### config.mk
export PLATFORM = sky130hd
export DESIGN_NAME = board_judge_flat
export DESIGN_NICKNAME = d
export VERILOG_FILES = /design/src/rtl/board_judge_if.sv /design/src/rtl/board_judge.sv /design/src/flat_wrapper.sv
export SDC_FILE = /design/constraint.sdc
export NUM_CORES = 1
export LEC_CHECK = 0
export ABC_AREA = 1
export CAP_MARGIN = 25
export CORE_MARGIN = 2
export CORE_UTILIZATION = 30
export DETAILED_ROUTE_END_ITERATION = 6
export PLACE_DENSITY = 0.48
export SLEW_MARGIN = 30
export SYNTH_ARGS = -nofsm -noshare
export SYNTH_HDL_FRONTEND = slang
export SYNTH_SLANG_ARGS = --single-unit
### constraint.sdc
create_clock -name clk -period 2.3 [get_ports clk]
set_input_delay 0.23 -clock clk [delete_from_list [all_inputs] [get_ports clk]]
set_output_delay 0.23 -clock clk [all_outputs]
set_load 0.1 [all_outputs]
### src/rtl/board_judge_if.sv
// Handshake and result bundle between the game-control FSM and the board judge.
// The control side drives start/board; the judge drives status and results.
interface board_judge_if #(
  parameter int N  = 3,
  parameter int AW = (N > 1) ? $clog2(N) : 1
);
  logic              start;
  logic [2*N*N-1:0]  board;
  logic              busy;
  logic              done;
  logic [1:0]        winner;
  logic              draw;
  logic              illegal;
  logic [AW-1:0]     win_row;
  logic [AW-1:0]     win_col;
  logic [1:0]        win_dir;

  modport master (
    output start, board,
    input  busy, done, winner, draw, illegal, win_row, win_col, win_dir
  );

  modport slave (
    input  start, board,
    output busy, done, winner, draw, illegal, win_row, win_col, win_dir
  );
endinterface

### src/rtl/board_judge.sv
// Sequential K-in-a-row judge for an NxN board: scans one cell per cycle,
// reports winner (player 1 preferred), its first line, draw and illegal cells.
module board_judge #(
  parameter int N  = 3,
  parameter int K  = 3,
  parameter int AW = (N > 1) ? $clog2(N) : 1
) (
  input  logic         clk,
  input  logic         rst_n,
  board_judge_if.slave bus
);

  localparam int NC = N * N;

  typedef enum logic [1:0] {IDLE, SCAN, DONE} state_t;

  state_t                  state_q, state_d;
  logic [2*NC-1:0]         board_q;
  logic [AW-1:0]           row_q, col_q;
  logic [N-1:0][N-1:0][3:0] hit1, hit2;
  logic [3:0]              cur1, cur2;
  logic                    last_cell;
  logic                    has_empty, has_illegal;
  logic                    busy_q, done_q, draw_q, illegal_q;
  logic [1:0]              winner_q, dir_q;
  logic [AW-1:0]           wrow_q, wcol_q;

  // Every (cell, direction) pair whose run fits on the board gets its own
  // K-input match; pairs that would leave the board are tied to zero.
  for (genvar gr = 0; gr < N; gr++) begin : g_row
    for (genvar gc = 0; gc < N; gc++) begin : g_col
      for (genvar gd = 0; gd < 4; gd++) begin : g_dir
        localparam int DR = (gd == 0) ? 0 : 1;
        localparam int DC = (gd == 1) ? 0 : ((gd == 3) ? -1 : 1);
        localparam int ER = gr + DR * (K - 1);
        localparam int EC = gc + DC * (K - 1);
        if (ER < N && EC >= 0 && EC < N) begin : g_run
          logic [K-1:0] is1, is2;
          for (genvar gk = 0; gk < K; gk++) begin : g_cell
            localparam int CI = (gr + DR * gk) * N + gc + DC * gk;
            assign is1[gk] = (board_q[2*CI +: 2] == 2'b01);
            assign is2[gk] = (board_q[2*CI +: 2] == 2'b10);
          end
          assign hit1[gr][gc][gd] = &is1;
          assign hit2[gr][gc][gd] = &is2;
        end else begin : g_off
          assign hit1[gr][gc][gd] = 1'b0;
          assign hit2[gr][gc][gd] = 1'b0;
        end
      end
    end
  end

  assign cur1      = hit1[row_q][col_q];
  assign cur2      = hit2[row_q][col_q];
  assign last_cell = (row_q == AW'(N - 1)) && (col_q == AW'(N - 1));

  function automatic logic [1:0] first_dir(input logic [3:0] v);
    if (v[0]) return 2'd0;
    if (v[1]) return 2'd1;
    if (v[2]) return 2'd2;
    return 2'd3;
  endfunction

  always_comb begin
    // NOTE: defaults first so no path leaves a variable unassigned (no latch).
    has_empty   = 1'b0;
    has_illegal = 1'b0;
    for (int i = 0; i < NC; i++) begin
      if (board_q[2*i +: 2] == 2'b00) has_empty   = 1'b1;
      if (board_q[2*i +: 2] == 2'b11) has_illegal = 1'b1;
    end
  end

  always_comb begin
    state_d = state_q;
    case (state_q)
      IDLE:    if (bus.start) state_d = SCAN;
      SCAN:    if (last_cell) state_d = DONE;
      DONE:    state_d = IDLE;
      default: state_d = IDLE;
    endcase
  end

  // NOTE: sequential state uses non-blocking assignments only.
  always_ff @(posedge clk or negedge rst_n) begin
    if (!rst_n) state_q <= IDLE;
    else        state_q <= state_d;
  end

  always_ff @(posedge clk or negedge rst_n) begin
    if (!rst_n) begin
      // NOTE: the board copy is a plain register, so it is reset with the rest.
      board_q   <= '0;
      row_q     <= '0;
      col_q     <= '0;
      busy_q    <= 1'b0;
      done_q    <= 1'b0;
      winner_q  <= 2'b00;
      wrow_q    <= '0;
      wcol_q    <= '0;
      dir_q     <= 2'b00;
      draw_q    <= 1'b0;
      illegal_q <= 1'b0;
    end else begin
      busy_q <= (state_q == SCAN);
      done_q <= (state_q == DONE);
      case (state_q)
        IDLE: begin
          if (bus.start) begin
            board_q   <= bus.board;
            row_q     <= '0;
            col_q     <= '0;
            winner_q  <= 2'b00;
            wrow_q    <= '0;
            wcol_q    <= '0;
            dir_q     <= 2'b00;
            draw_q    <= 1'b0;
            illegal_q <= 1'b0;
          end
        end
        SCAN: begin
          // A player-1 line replaces a recorded player-2 line; otherwise the
          // first recorded line is kept.
          if ((|cur1) && (winner_q != 2'b01)) begin
            winner_q <= 2'b01;
            wrow_q   <= row_q;
            wcol_q   <= col_q;
            dir_q    <= first_dir(cur1);
          end else if ((|cur2) && (winner_q == 2'b00)) begin
            winner_q <= 2'b10;
            wrow_q   <= row_q;
            wcol_q   <= col_q;
            dir_q    <= first_dir(cur2);
          end
          if (last_cell) begin
            row_q <= '0;
            col_q <= '0;
          end else if (col_q == AW'(N - 1)) begin
            col_q <= '0;
            row_q <= row_q + 1'b1;
          end else begin
            col_q <= col_q + 1'b1;
          end
        end
        DONE: begin
          draw_q    <= (winner_q == 2'b00) && !has_empty;
          illegal_q <= has_illegal;
        end
        default: ;
      endcase
    end
  end

  assign bus.busy    = busy_q;
  assign bus.done    = done_q;
  assign bus.winner  = winner_q;
  assign bus.draw    = draw_q;
  assign bus.illegal = illegal_q;
  assign bus.win_row = wrow_q;
  assign bus.win_col = wcol_q;
  assign bus.win_dir = dir_q;

endmodule

### src/flat_wrapper.sv
// flat-port wrapper written by rule: the top's interface ports become plain ports
module board_judge_flat 
#(
  parameter int N  = 3,
  parameter int K  = 3,
  parameter int AW = (N > 1) ? $clog2(N) : 1
)
  (clk, rst_n, bus_start, bus_board, bus_busy, bus_done, bus_winner, bus_draw, bus_illegal, bus_win_row, bus_win_col, bus_win_dir);
  board_judge_if #(.N(N), .AW(AW)) bus_i ();
  input  logic clk;
  input  logic rst_n;
  input wire logic [$bits(bus_i.start)-1:0] bus_start;
  input wire logic [$bits(bus_i.board)-1:0] bus_board;
  output wire logic [$bits(bus_i.busy)-1:0] bus_busy;
  output wire logic [$bits(bus_i.done)-1:0] bus_done;
  output wire logic [$bits(bus_i.winner)-1:0] bus_winner;
  output wire logic [$bits(bus_i.draw)-1:0] bus_draw;
  output wire logic [$bits(bus_i.illegal)-1:0] bus_illegal;
  output wire logic [$bits(bus_i.win_row)-1:0] bus_win_row;
  output wire logic [$bits(bus_i.win_col)-1:0] bus_win_col;
  output wire logic [$bits(bus_i.win_dir)-1:0] bus_win_dir;
  assign bus_i.start = bus_start;
  assign bus_i.board = bus_board;
  assign bus_busy = bus_i.busy;
  assign bus_done = bus_i.done;
  assign bus_winner = bus_i.winner;
  assign bus_draw = bus_i.draw;
  assign bus_illegal = bus_i.illegal;
  assign bus_win_row = bus_i.win_row;
  assign bus_win_col = bus_i.win_col;
  assign bus_win_dir = bus_i.win_dir;
  board_judge #(.N(N), .K(K), .AW(AW)) u_core (.clk(clk), .rst_n(rst_n), .bus(bus_i));
endmodule
-- Yosys cells after proc, flatten, opt, wreduce, memory -nomap -nowiden
Index checks and enable logic that the tools add are counted.
W data, S select, Z words.
- bits in read-only memories: 0
- output and inout bits: 12
- bits in latches: 0
- word-level logic and storage cells: 184
- memories: 0
- bits in writable memories: 0
- register bits after elaboration: 36
- $add $sub $neg: 2
- equality and inequality tests: 36
- divide/modulo/power cells: 0
- $mul: 0
- reductions and logical operators: 42
- magnitude comparators: 2
- shifts and indexed selects: 0
- multiplexer cells: 90
- bitwise gates (word level): 0
- operator list (cell ; count):
    $mux W2 ; 27
    $reduce_and A3 Y1 ; 18
    $bmux W12 S2 ; 2
    $mux W1 ; 46
    $eq A2 B2 Y1 const B ; 21
    $pmux W2 S2 ; 7
    $mux W12 ; 2
    $logic_not A2 Y1 ; 11
    $eq A2 B1 Y1 const B ; 10
    $bmux W4 S2 ; 2
    $mux W4 ; 2
    $reduce_and A2 Y1 ; 4
    $reduce_or A4 Y1 ; 2
    $lt A2 B3 Y1 const B ; 2
    $add A2 B1 Y2 const B ; 2
    $logic_and A1 B1 Y1 ; 4
    $ne A2 B1 Y1 const B ; 2
    $pmux W1 S2 ; 2
    $reduce_bool A2 Y1 ; 2
    $ne A3 B2 Y1 const B ; 1
    $ne A3 B3 Y1 const B ; 1
    $ne A2 B2 Y1 const B ; 1
    $logic_not A1 Y1 ; 1

-- Longest topological paths before layout
Gate-level depths: netlist of the first run.
- word-level depth: 26
- gate-level depth with buffers: 15
- gate-level depth less buffers: 15

-- Worst setup path after synthesis of the first run
Ideal clock, no wire load.
- path type: reg2reg
- from: reg u_core.winner_q[0] (netlist: u_core.bus.winner[0])
- to: reg u_core.winner_q[0] (netlist: u_core.bus.winner[0])
- cell stages (with the launch flop): 8
- required time: 2224 ps
- slack: 502 ps
- arrival: 1722 ps
- cell sequence: dfrtp_1 nand2_1 nand2_2 nand3_2 nand2_2 buf_6 nand2_1 o21ai_1
- cells in the longest elaborated chain, start to end: 4
- elaborated cells on any way between the ends: 8
- those cells by class: eq/ne: 2; mux: 2; reduce/logical: 4
- RTL lines (what ; RTL line ; RTL):
    from (decl) ; board_judge.sv:25 ; logic [1:0] winner_q, dir_q;
    from (signal assigned) ; board_judge.sv:99 ; winner_q <= 2'b00;
    from (signal assigned) ; board_judge.sv:114 ; winner_q <= 2'b00;
    from (signal assigned) ; board_judge.sv:126 ; winner_q <= 2'b01;
    $ne A2 B1 Y1 / $logic_not A2 Y1 (equally long branches) ; board_judge.sv:125, board_judge.sv:130 ;
    $logic_and A1 B1 Y1, on equally long branches ; board_judge.sv:125, board_judge.sv:130 ;
    $ne A3 B3 Y1 (no source line) / $mux W2 (equally long branches) ; n/a ;
    $reduce_and A3 Y1 (no source line) / $pmux W2 S2 (equally long branches) ; n/a ;
Several ways; a longest one is shown, not always the timed one.
A chain may end at the register's enable or synchronous reset.

-- Worst setup path after layout of the first run
- from: reg u_core.board_q[9]
- to: reg u_core.dir_q[1] (netlist: u_core.bus.win_dir[1])
- cells in the longest elaborated chain, start to end: 18
- elaborated cells on any way between the ends: 64
- those cells by class: eq/ne: 3; mux: 48; reduce/logical: 13
- RTL lines (what ; RTL line ; RTL):
    from (decl) ; board_judge.sv:18 ; logic [2*NC-1:0] board_q;
    from (signal assigned) ; board_judge.sv:111 ; board_q <= bus.board;
    $eq A2 B2 Y1 ; board_judge.sv:42 ; assign is2[gk] = (board_q[2*CI +: 2] == 2'b10);
    $reduce_and A3 Y1 ; board_judge.sv:45 ; assign hit2[gr][gc][gd] = &is2;
    $bmux W12 S2 ; board_judge.sv:55 ; assign cur2 = hit2[row_q][col_q];
    $mux W12 (not written as such) ; board_judge.sv:55 ;
    $bmux W4 S2 ; board_judge.sv:55 ;
    $mux W4 (not written as such) ; board_judge.sv:55 ;
    $mux W1 (2 in series) ; board_judge.sv:61 ; if (v[2]) return 2'd2;
    $mux W1 ; board_judge.sv:60 ; if (v[1]) return 2'd1;
    $mux W1 ; board_judge.sv:130 ; end else if ((|cur2) && (winner_q == 2'b00)) begin
    $mux W1 ; board_judge.sv:125 ; if ((|cur1) && (winner_q != 2'b01)) begin
    $mux W1 ; board_judge.sv:108 ; case (state_q)
    $mux W2 ; board_judge.sv:62 ; return 2'd3;
    $mux W2 ; board_judge.sv:61 ;
    $mux W2 ; board_judge.sv:60 ;
    $mux W2 ; board_judge.sv:130 ;
    $mux W2 ; board_judge.sv:125 ;
    $pmux W2 S2 ; board_judge.sv:108 ;
    to (signal assigned) ; board_judge.sv:129 ; dir_q <= first_dir(cur1);
    to (signal assigned) ; board_judge.sv:134 ; dir_q <= first_dir(cur2);
    to (decl) ; board_judge.sv:25 ;
Several ways; a longest one is shown, not always the timed one. The select of a mux whose other input is x is not followed.

==> results by group, run 1 <==
Placement
  – Dpl hpwl: 3700 µm
  – Routability cong.: roughly 0.9
  – Placed Instances: approximately 370
  – Area after DPL: 2310 µm²
  – Buffers on Ports: 32

Floorplan
  – Die height: ~84 µm
  – Initial Utilization: between 30% and 40%
  – Die area: roughly 7000 µm²
  – CORE AREA: between 6000 and 7000 µm²
  – Ports: 33
  – Site Rows: 29
  – Die width: 84.1 µm

Worst setup path
  – R2r endpoint: u_core.bus.win_dir[1]
  – Crit path max fanout: 11
  – Crit path DAT: slightly below 2000 ps
  – Crit end category: flop
  – Critical Path RT: 2490 ps
  – Worst setup path startpoint: u_core.board_q[9]
  – Crit start category: flop
  – Cells on worst reg2reg path: 15
  – R2R Path Start: u_core.board_q[9]
  – R2R Setup Slk: about 500 ps
  – Crit path kind: flop to flop
  – Crit path to: u_core.bus.win_dir[1]

Cells and area
  – Design area: roughly 2400 µm²
  – Fin nets: roughly 330
  – # diodes: 0
  – Most common cell after layout, fill and taps aside: nand2_1
  – Share of cells above drive strength 1: approximately 14%
  – Commonest non-fill, non-tap cells in the layout: 86 x nand2_1, 36 x dfrtp_1, 32 x nor2_1
  – Fill count: slightly below 700
  – Non-Filler Instances: roughly 380
  – Area Growth Syn to Fin: 24.8%
  – Reg area: 901 µm²
  – Multi-input gate area: ~870 µm²

GRT
  – Overflow after GRT: 0
  – Vias in the first global route: ~1900
  – Gr usage total: 15.1%
  – First-pass GRT wire length: between 8000 and 9000 µm
  – Antenna violations before repair: 0
  – Largest net degree at the start of global routing: 37

Logic synthesis
  – Post-synth EDFFs: 0
  – Sequential-to-total area share from yosys stat: around 47%
  – Post-Syn Area: 1920 µm²
  – Yosys cell types: 25
  – Synth warnings: 0
  – Synth Net Count: 287
  – Syn Area/Cell: just over 7 µm²
  – Yosys reg bits: 36
  – Main synth FF type: dfrtp_1
  – Async S/R FF share, synth: 100%
  – Cells after Synth: ~270

Route
  – Wire length on met2: between 2000 and 2500 µm
  – DRT iter0 DRCs: 110
  – Final wirelength: ~4800 µm
  – Via Count: roughly 1800
  – Initial DRT Pass Iterations: 4
  – DRC viols: 0
  – Final ANT Viol Nets: 0
  – Vias per cell: approximately 4.7
  – WL met1: approximately 2300 µm
  – Top sig layer: met4
  – WL met3: ~220 µm
  – Mean routed wirelength per cell: 12.6 µm

Pwr
  – Max rail drop VDD: 0.687 mV
  – Pwr/cell area: ~1500 nW/µm²
  – Final Power: around 0.0035 W
  – Leakage power: between 1 and 1.5 nW

STA
  – Final setup violation count: 0
  – Tightest Pin Transition: between 400 and 500 ps
  – Max-slew violation count: 0
  – Setup TNS: 0 ps
  – Worst Skew: between 5 and 6 ps
  – Final hold vios: 0
  – Slew headroom: 68.9%
  – Tmin final: between 1500 and 2000 ps
  – RSZ-0062 raised after global routing: no
  – Final Cycle Share: between 70% and 80%
  – Highest Clock Rate: ~0.56 GHz

Clock tree
  – Clock Path Buffers: 2
  – Clk slew on worst S/H paths: 70 ps
  – CTS tree: yes
  – Post-CTS resize count: 0
  – Post-CTS setup buffer count: 0
  – Hold buffers post-CTS: 0
  – Clock Root Buffer: clkbuf_8
  – Worst skew pair latency: just under 300 ps
  – # clock sinks: 36
  – TritonCTS Buffers: 5
  – H-tree depth: 2

Job
  – Max_cap viols: 0

Outcome
  – Outcome: completed

Min path
  – Min-delay worst type: input pin to asynchronous set/reset pin
-- registers in the layout, indices dropped and copies added, names as in the netlist --
signal and flops:
u_core.bus.draw 1, u_core.bus.win_row 2, u_core.row_q 2, u_core.col_q 2, u_core.bus.win_dir 2, u_core.board_q 18
u_core.bus.winner 2, u_core.bus.illegal 1, u_core.bus.win_col 2, u_core.bus.done 1, u_core.bus.busy 1, u_core.state_q 2
-- power breakdown --
group,internal [W],switching [W],total (W)
logic,0.000507,0.00142,0.00193
registers,0.000909,0.000235,0.00114
clock network,0.000244,0.000219,0.000464
total,0.00166,0.00188,0.00354
-- cell usage after synthesis (3+ instances only) --
master / number / area [µm²]
a21oi_1: 5 / 25.0
clkbuf_1: 3 / 11.3
dfrtp_1: 36 / 901
inv_1: 26 / 97.6
inv_2: 10 / 37.5
nand2_1: 86 / 323
nand3_1: 19 / 95.1
nand4_1: 5 / 31.3
nor2_1: 32 / 120
nor2_2: 4 / 25.0
o21ai_0: 17 / 85.1
o21ai_1: 4 / 20.0
o22ai_1: 3 / 18.8
-- cell type report --
class,instances,share of cell area [%]
repair buffers,35,13.0
inverters,36,5.63
clock buffers,8,3.75
well taps,77,4.01
multi-input cells,190,36.1
flip-flops and latches,36,37.5
-- kinds of logic (layout without fill, tap and decap cells) --
group | Yosys count | in the layout | share of synthesized area [%]
AOI/OAI and AO/OA | 37 | 37 | 11.1
buffers and inverters | 40 | 79 | 8.19
and+or+nand+nor | 153 | 153 | 33.9
DFF | 36 | 36 | 46.8
-- worst min-delay path by stage --
stage | start | end | slack, ps
global route | rst_n | u_core.bus.win_dir[0] | 420
CTS | rst_n | u_core.board_q[4] | 370
finish | rst_n | u_core.bus.win_dir[0] | 350
detailed placement | u_core.bus.win_col[0] | u_core.bus.win_col[0] | 460
global placement | u_core.bus.win_col[0] | u_core.bus.win_col[0] | 460
floorplan | rst_n | u_core.board_q[0] | -70
-- critical path, cell delays in order (launching register included) --
cell and delay [ps]:
dfrtp_1 400, inv_2 50, nand2_1 140, inv_1 60, nand3_1 70, nand2_1 50, nand2_1 60, nand2_1 60
nand2_1 120, nand3_2 100, nand2_2 100, nand3_2 90, nand2_2 210, inv_1 60, nand2_1 60, nand2_1 40
-- per-stage QoR --
step / setup slack (ps) / hold WS (ps) / util, %
2_1_floorplan: 502 / -65.6 / -
3_3_place_gp: 486 / 460 / 36.8
3_5_place_dp: 508 / 464 / 36.8
4_1_cts: 487 / 373 / 38.3
5_1_grt: 212 / 419 / 38.3
6_report: 500 / 353 / 38.3
-- per-layer routing --
| metal | track usage, % | up-vias |
|---|---|---|
| li1 | - | 921 |
| met1 | 20.8 | 825 |
| met2 | 22.7 | 34 |
| met3 | 3.66 | 6 |
| met4 | 6.16 | 0 |
| met5 | 0 | - |
Power figures use the tool's default switching activity.
==> run 2, diff against run 1 <==
clock period = 1.8 ns   (was 2.3 ns; I/O delays follow)
==> run 2 against run 1 <==
First-iteration DRC count decreased by 23%. Fmax increased by 9.7%. Wire length about the same. Global-route usage decreased by 0.66 points. Setup slack got worse by 340 ps. Sequential cell count unchanged. Critical path type unchanged. Critical endpoint is now u_core.bus.winner[0].
==> results by group, run 2 (same netlist as run 1, synthesis figures left out) <==
Pwr
  – Part of the power in the clock network: 12.4%
  – Switching Share: 52.4%
  – Pwr/cell area: between 1500 and 2000 nW/µm²
  – Seq pwr share: just over 30%
  – Combinational share of power: 56.7%
  – Max rail drop VDD: between 1 and 1.5 mV
  – Leakage power: about 1.3 nW
  – Switching power: roughly 0.0025 W
  – Cell-internal power: 0.00227 W

GRT
  – GR Util met1: between 10% and 20%
  – Vias in the first global route: roughly 1800
  – Overflow after GRT: 0
  – Antenna violations before repair: 0
  – First-pass GRT wire length: ~8000 µm
  – Met2 Track Usage GR: between 20% and 30%
  – Largest net degree at the start of global routing: 37
  – Routing usage on met3: roughly 3.6%
  – Most used routing layer: met2
  – Gr usage total: about 14%

Clock tree
  – Hold buffers post-CTS: 0
  – Worst skew pair latency: between 200 and 300 ps
  – # clock sinks: 36
  – H-tree depth: 2
  – Clock Path Buffers: 2
  – Clock Root Buffer: clkbuf_8
  – Clk slew on worst S/H paths: approximately 70 ps
  – CTS tree: yes
  – TritonCTS Buffers: 5

Worst setup path
  – CP bufs+invs: 2
  – Worst setup path startpoint: u_core.row_q[1]
  – Critical path, cell by cell: inv_4 -> nor2_4 -> inv_2 -> nor2_1 -> nand3_1 -> nand2_1 -> nand2_2 -> nand3_2 -> nand2_4 -> nand3_4 -> nand2_4 -> nand2_1 -> o21ai_1
  – Critical path's largest stage delay: between 400 and 500 ps
  – Crit path kind: flop to flop
  – Crit-path leading delay family: simple AND/OR/NAND/NOR gates
  – Critical Path Stages: 13
  – Crit end category: flop
  – Crit path DAT: ~1800 ps
  – R2r endpoint: u_core.bus.winner[0]
  – Critical Path RT: between 1500 and 2000 ps
  – R2R Path Start: u_core.row_q[1]
  – R2R Setup Slk: approximately 160 ps
  – Critical path's slowest cell: dfrtp_2
  – Crit path max fanout: 6
  – Crit start category: flop
  – Cells on worst reg2reg path: 13
  – Crit path to: u_core.bus.winner[0]

Floorplan
  – Initial Utilization: 30.7%
  – Die area: 7070 µm²
  – CORE AREA: around 6300 µm²
  – Die height: 84.1 µm
  – Die width: between 80 and 90 µm
  – Ports: 33
  – Site Rows: 29

Route
  – Final ANT Viol Nets: 0
  – Initial DRT Pass Iterations: 4
  – DRC viols: 0
  – Via Count: 1816
  – Vias per cell: about 4.7
  – DRT iter0 DRCs: 85
  – Mean routed wirelength per cell: about 12 µm
  – Final wirelength: 4810 µm

Min path
  – Min-delay worst type: input pin to asynchronous set/reset pin

Cells and area
  – Max reg flops: 18
  – Most common cell after layout, fill and taps aside: nand2_1
  – Non-Filler Instances: between 300 and 400
  – # diodes: 0
  – Core Util, Final: around two fifths
  – Share of cells above drive strength 1: 20.1%
  – Fin nets: around 330
  – Largest Register: u_core.board_q
  – Design area: 2520 µm²
  – Fill count: roughly 690
  – Commonest non-fill, non-tap cells in the layout: 80 x nand2_1, 34 x dfrtp_1, 30 x nor2_1
  – Area Growth Syn to Fin: 30.8%

Job
  – Max_cap viols: 0

STA
  – Slew headroom: approximately 69%
  – Max-slew violation count: 0
  – Final setup violation count: 0
  – Worst Skew: 3.64 ps
  – Setup TNS: 0 ps
  – Highest Clock Rate: 0.609 GHz
  – Final hold vios: 0
  – Tightest Pin Transition: 458 ps
  – Final Cycle Share: 91.2%
  – Tmin final: around 1600 ps
  – Setup WS post-layout: 159 ps
  – RSZ-0062 raised after global routing: no

Placement
  – Routability cong.: 0.904
  – Dpl hpwl: around 3700 µm
  – Buffers on Ports: 32
  – Placed Instances: 377
  – Area after DPL: 2330 µm²
  – Place WS: ~87 ps

Outcome
  – Outcome: completed
[run 2: cell count changes in the layout (fill, tap and decap cells not counted), sizes merged]
cell / before / now
buf: 15 / 22
nand2: 88 / 89
[run 2: worst min-delay path by stage]
| stage | start | end | slack [ps] | cells past startpoint |
|---|---|---|---|---|
| after floorplan | rst_n | u_core.board_q[0] | -120 | 0 |
| after global placement | u_core.bus.win_col[0] | u_core.bus.win_col[0] | 460 | 2 |
| after detailed placement | u_core.bus.win_col[0] | u_core.bus.win_col[0] | 460 | 2 |
| after CTS | rst_n | u_core.bus.win_dir[0] | 320 | 2 |
| after global routing | rst_n | u_core.bus.win_col[0] | 370 | 2 |
| final | rst_n | u_core.bus.win_dir[0] | 310 | 2 |
[run 2: stage by stage]
step           power (W)  hold WS, ps
6_report         0.00477          310
5_1_grt          0.00516          367
4_1_cts          0.00461          323
3_5_place_dp     0.00400          465
3_3_place_gp     0.00402          462
2_1_floorplan    0.00332         -116
[run 2: layer usage]
layer | vias to the layer above | part of all wire (%)
met1 | 831 | 51
li1 | 941 | -
met4 | 0 | 1.8
met2 | 36 | 43
met3 | 8 | 4.0
met5 | - | 0
[run 2: timing repair]
action                     4_1_cts  5_1_grt
setup endpoints to repair        0        8
setup buffers                    0        4
gates resized for setup          0       18
[run 2: worst reg2reg max path, cell delays in order (launching register included)]
cell and delay [ps]:
dfrtp_2 450, inv_4 70, nor2_4 130, inv_2 50
nor2_1 80, nand3_1 70, nand2_1 90, nand2_2 70
nand3_2 100, nand2_4 70, nand3_4 130, nand2_4 90
nand2_1 70, o21ai_1 70
[run 2: area by class of cell]
cell class / instances / area, µm² / share of cell area [%]
multi-input combinational: 191 / 925 / 36.7
sequential: 36 / 903 / 35.9
timing repair buffer: 42 / 365 / 14.5
inverter: 36 / 138 / 5.47
tap: 77 / 96.3 / 3.83
clock buffer: 8 / 90.1 / 3.58
[run 2: power by group through the flow]
stage               logic, W  registers [W]  clock network (W)
floorplan            0.00122        0.00211                  0
global placement     0.00254        0.00147                  0
detailed placement   0.00254        0.00147                  0
CTS                  0.00254        0.00146           0.000612
global route         0.00298        0.00153           0.000647
finish               0.00270        0.00148           0.000591
==> run 3, diff against run 2 <==
CTS_BUF_LIST = sky130_fd_sc_hd__clkbuf_2   (was default)
==> run 3 against run 2 <==
Setup slack got worse by 20 ps. First-iteration DRC count grew 9.4%. Via count increased by 0.39%. Clock power decreased by 39%. Global-route usage unchanged. Hold slack lost 120 ps. Wire length is 0.40% higher. Power down 3.4%. Clock-buffer cell count shrank 1. Largest power group unchanged.
==> results by group, run 3 (same netlist as run 1, synthesis figures left out) <==
Worst setup path
  – R2r endpoint: u_core.bus.winner[0]
  – Worst setup path startpoint: u_core.row_q[0]
  – Crit path kind: flop to flop
  – Crit path to: u_core.bus.winner[0]
  – R2R Path Start: u_core.row_q[0]
  – Cells on worst reg2reg path: 11
  – R2R Setup Slk: between 100 and 150 ps
  – Crit end category: flop
  – Crit start category: flop
  – Crit path max fanout: 6
  – Critical Path RT: between 2000 and 2500 ps
  – Crit path DAT: roughly 1900 ps

Placement
  – Dpl hpwl: ~3700 µm
  – Area after DPL: 2330 µm²
  – Routability cong.: approximately 0.9
  – Buffers on Ports: 32

STA
  – Tmin final: approximately 1700 ps
  – Final Cycle Share: a little over 90%
  – Slew headroom: between 60 and 70%
  – Highest Clock Rate: 0.602 GHz
  – Final setup violation count: 0
  – Worst Skew: 13.0 ps
  – Tightest Pin Transition: 455 ps
  – Final hold vios: 0
  – Max-slew violation count: 0
  – Worst Hold Slack: 193 ps

Cells and area
  – Largest Register: u_core.board_q
  – Most common cell after layout, fill and taps aside: nand2_1
  – Area Growth Syn to Fin: 30.0%
  – Fin nets: 334
  – Design area: ~2500 µm²
  – Share of cells above drive strength 1: about 23%
  – Max reg flops: 18
  – # diodes: 0
  – Commonest non-fill, non-tap cells in the layout: 76 x nand2_1, 34 x dfrtp_1, 30 x nor2_1

Min path
  – Min-delay worst type: input pin to asynchronous set/reset pin

Route
  – DRC viols: 0
  – DRT iter0 DRCs: 93
  – Final wirelength: between 4000 and 5000 µm
  – Initial DRT Pass Iterations: 4
  – Via Count: about 1800
  – Mean routed wirelength per cell: roughly 12 µm
  – Final ANT Viol Nets: 0
  – Vias per cell: around 4.7

Clock tree
  – # clock sinks: 36
  – CTS tree: yes
  – Clk slew on worst S/H paths: around 180 ps
  – Hold buffers post-CTS: 0
  – H-tree depth: 2
  – Worst skew pair latency: 380 ps
  – TritonCTS Buffers: 5
  – Clock Root Buffer: clkbuf_2
  – Clock Path Buffers: 2

Floorplan
  – Initial Utilization: 30.7%
  – Ports: 33
  – Site Rows: 29
  – Die area: about 7100 µm²
  – Die height: ~84 µm
  – Die width: ~84 µm
  – CORE AREA: 6280 µm²

GRT
  – Largest net degree at the start of global routing: 37
  – First-pass GRT wire length: 8190 µm
  – Gr usage total: 14.4%
  – Vias in the first global route: about 1800
  – Antenna violations before repair: 0
  – Overflow after GRT: 0

Pwr
  – Part of the power in the clock network: roughly 7.9%
  – Cell-internal power: 0.00209 W
  – Leakage power: 1.25 nW
  – Switching power: 0.00252 W
  – Seq pwr share: 32.1%
  – Combinational share of power: roughly 60%
  – Final Power: ~0.0046 W
  – Switching Share: a little over half
  – Max rail drop VDD: about 1.1 mV
  – Pwr/cell area: 1840 nW/µm²

Outcome
  – Outcome: completed

Job
  – Max_cap viols: 0
==> run 3: worst min path at each step <==
stage,depth (start not counted),startpoint,end
CTS,2,rst_n,u_core.bus.win_dir[0]
global route,2,rst_n,u_core.bus.win_col[0]
global placement,2,u_core.bus.win_col[0],u_core.bus.win_col[0]
detailed placement,2,u_core.bus.win_col[0],u_core.bus.win_col[0]
finish,2,rst_n,u_core.bus.draw
floorplan,0,rst_n,u_core.board_q[0]
==> run 3: layout make-up <==
cell class / count / area, µm²
Tap cell: 77 / 96.3
Multi-Input combinational cell: 191 / 952
Fill cell: 696 / 3780
Timing Repair Buffer: 43 / 373
Clock buffer: 7 / 35.0
Sequential cell: 36 / 903
Inverter: 36 / 138
Clock inverter: 1 / 3.75
==> run 3: metal layers <==
metal  track usage, %  wire length, µm  part of all wire, %
met1             19.4             2450                   51
met2             22.4             2130                   44
met3             3.36              159                  3.3
met4             5.87               88                  1.8
met5                0                0                    0
==> run 3: what timing repair did <==
item / in CTS / in global routing
setup endpoints to repair: 0 / 8
resized for setup: 0 / 28
setup buffers: 0 / 5
==> run 3: stage by stage <==
stage	TNS, ps	std cells	util (%)	setup WS [ps]
detailed placement	0	377	37.2	86.6
global placement	0	377	37.2	100
global route	-7.10	391	39.8	-7.10
floorplan	0	266	-	2.09
CTS	0	385	37.8	60.5
finish	0	391	39.8	139
==> run 3: critical path, stage by stage, from the launching register on <==
cell and delay, ps:
dfrtp_2 480, buf_4 150, nor2_1 140, nand4_1 150, nand2_2 110, inv_2 50
nand3_4 60, nand2_4 70, nand3_4 130, nand2_4 90, nand2_1 70, o21ai_1 70
==> run 3: power by group through the flow <==
| stage | registers [W] | clock network [W] | logic, W |
|---|---|---|---|
| after floorplan | 0.00211 | 0 | 0.00122 |
| after global placement | 0.00147 | 0 | 0.00254 |
| after detailed placement | 0.00147 | 0 | 0.00254 |
| after CTS | 0.00145 | 0.000389 | 0.00254 |
| after global routing | 0.00154 | 0.000414 | 0.00305 |
| final | 0.00148 | 0.000362 | 0.00277 |
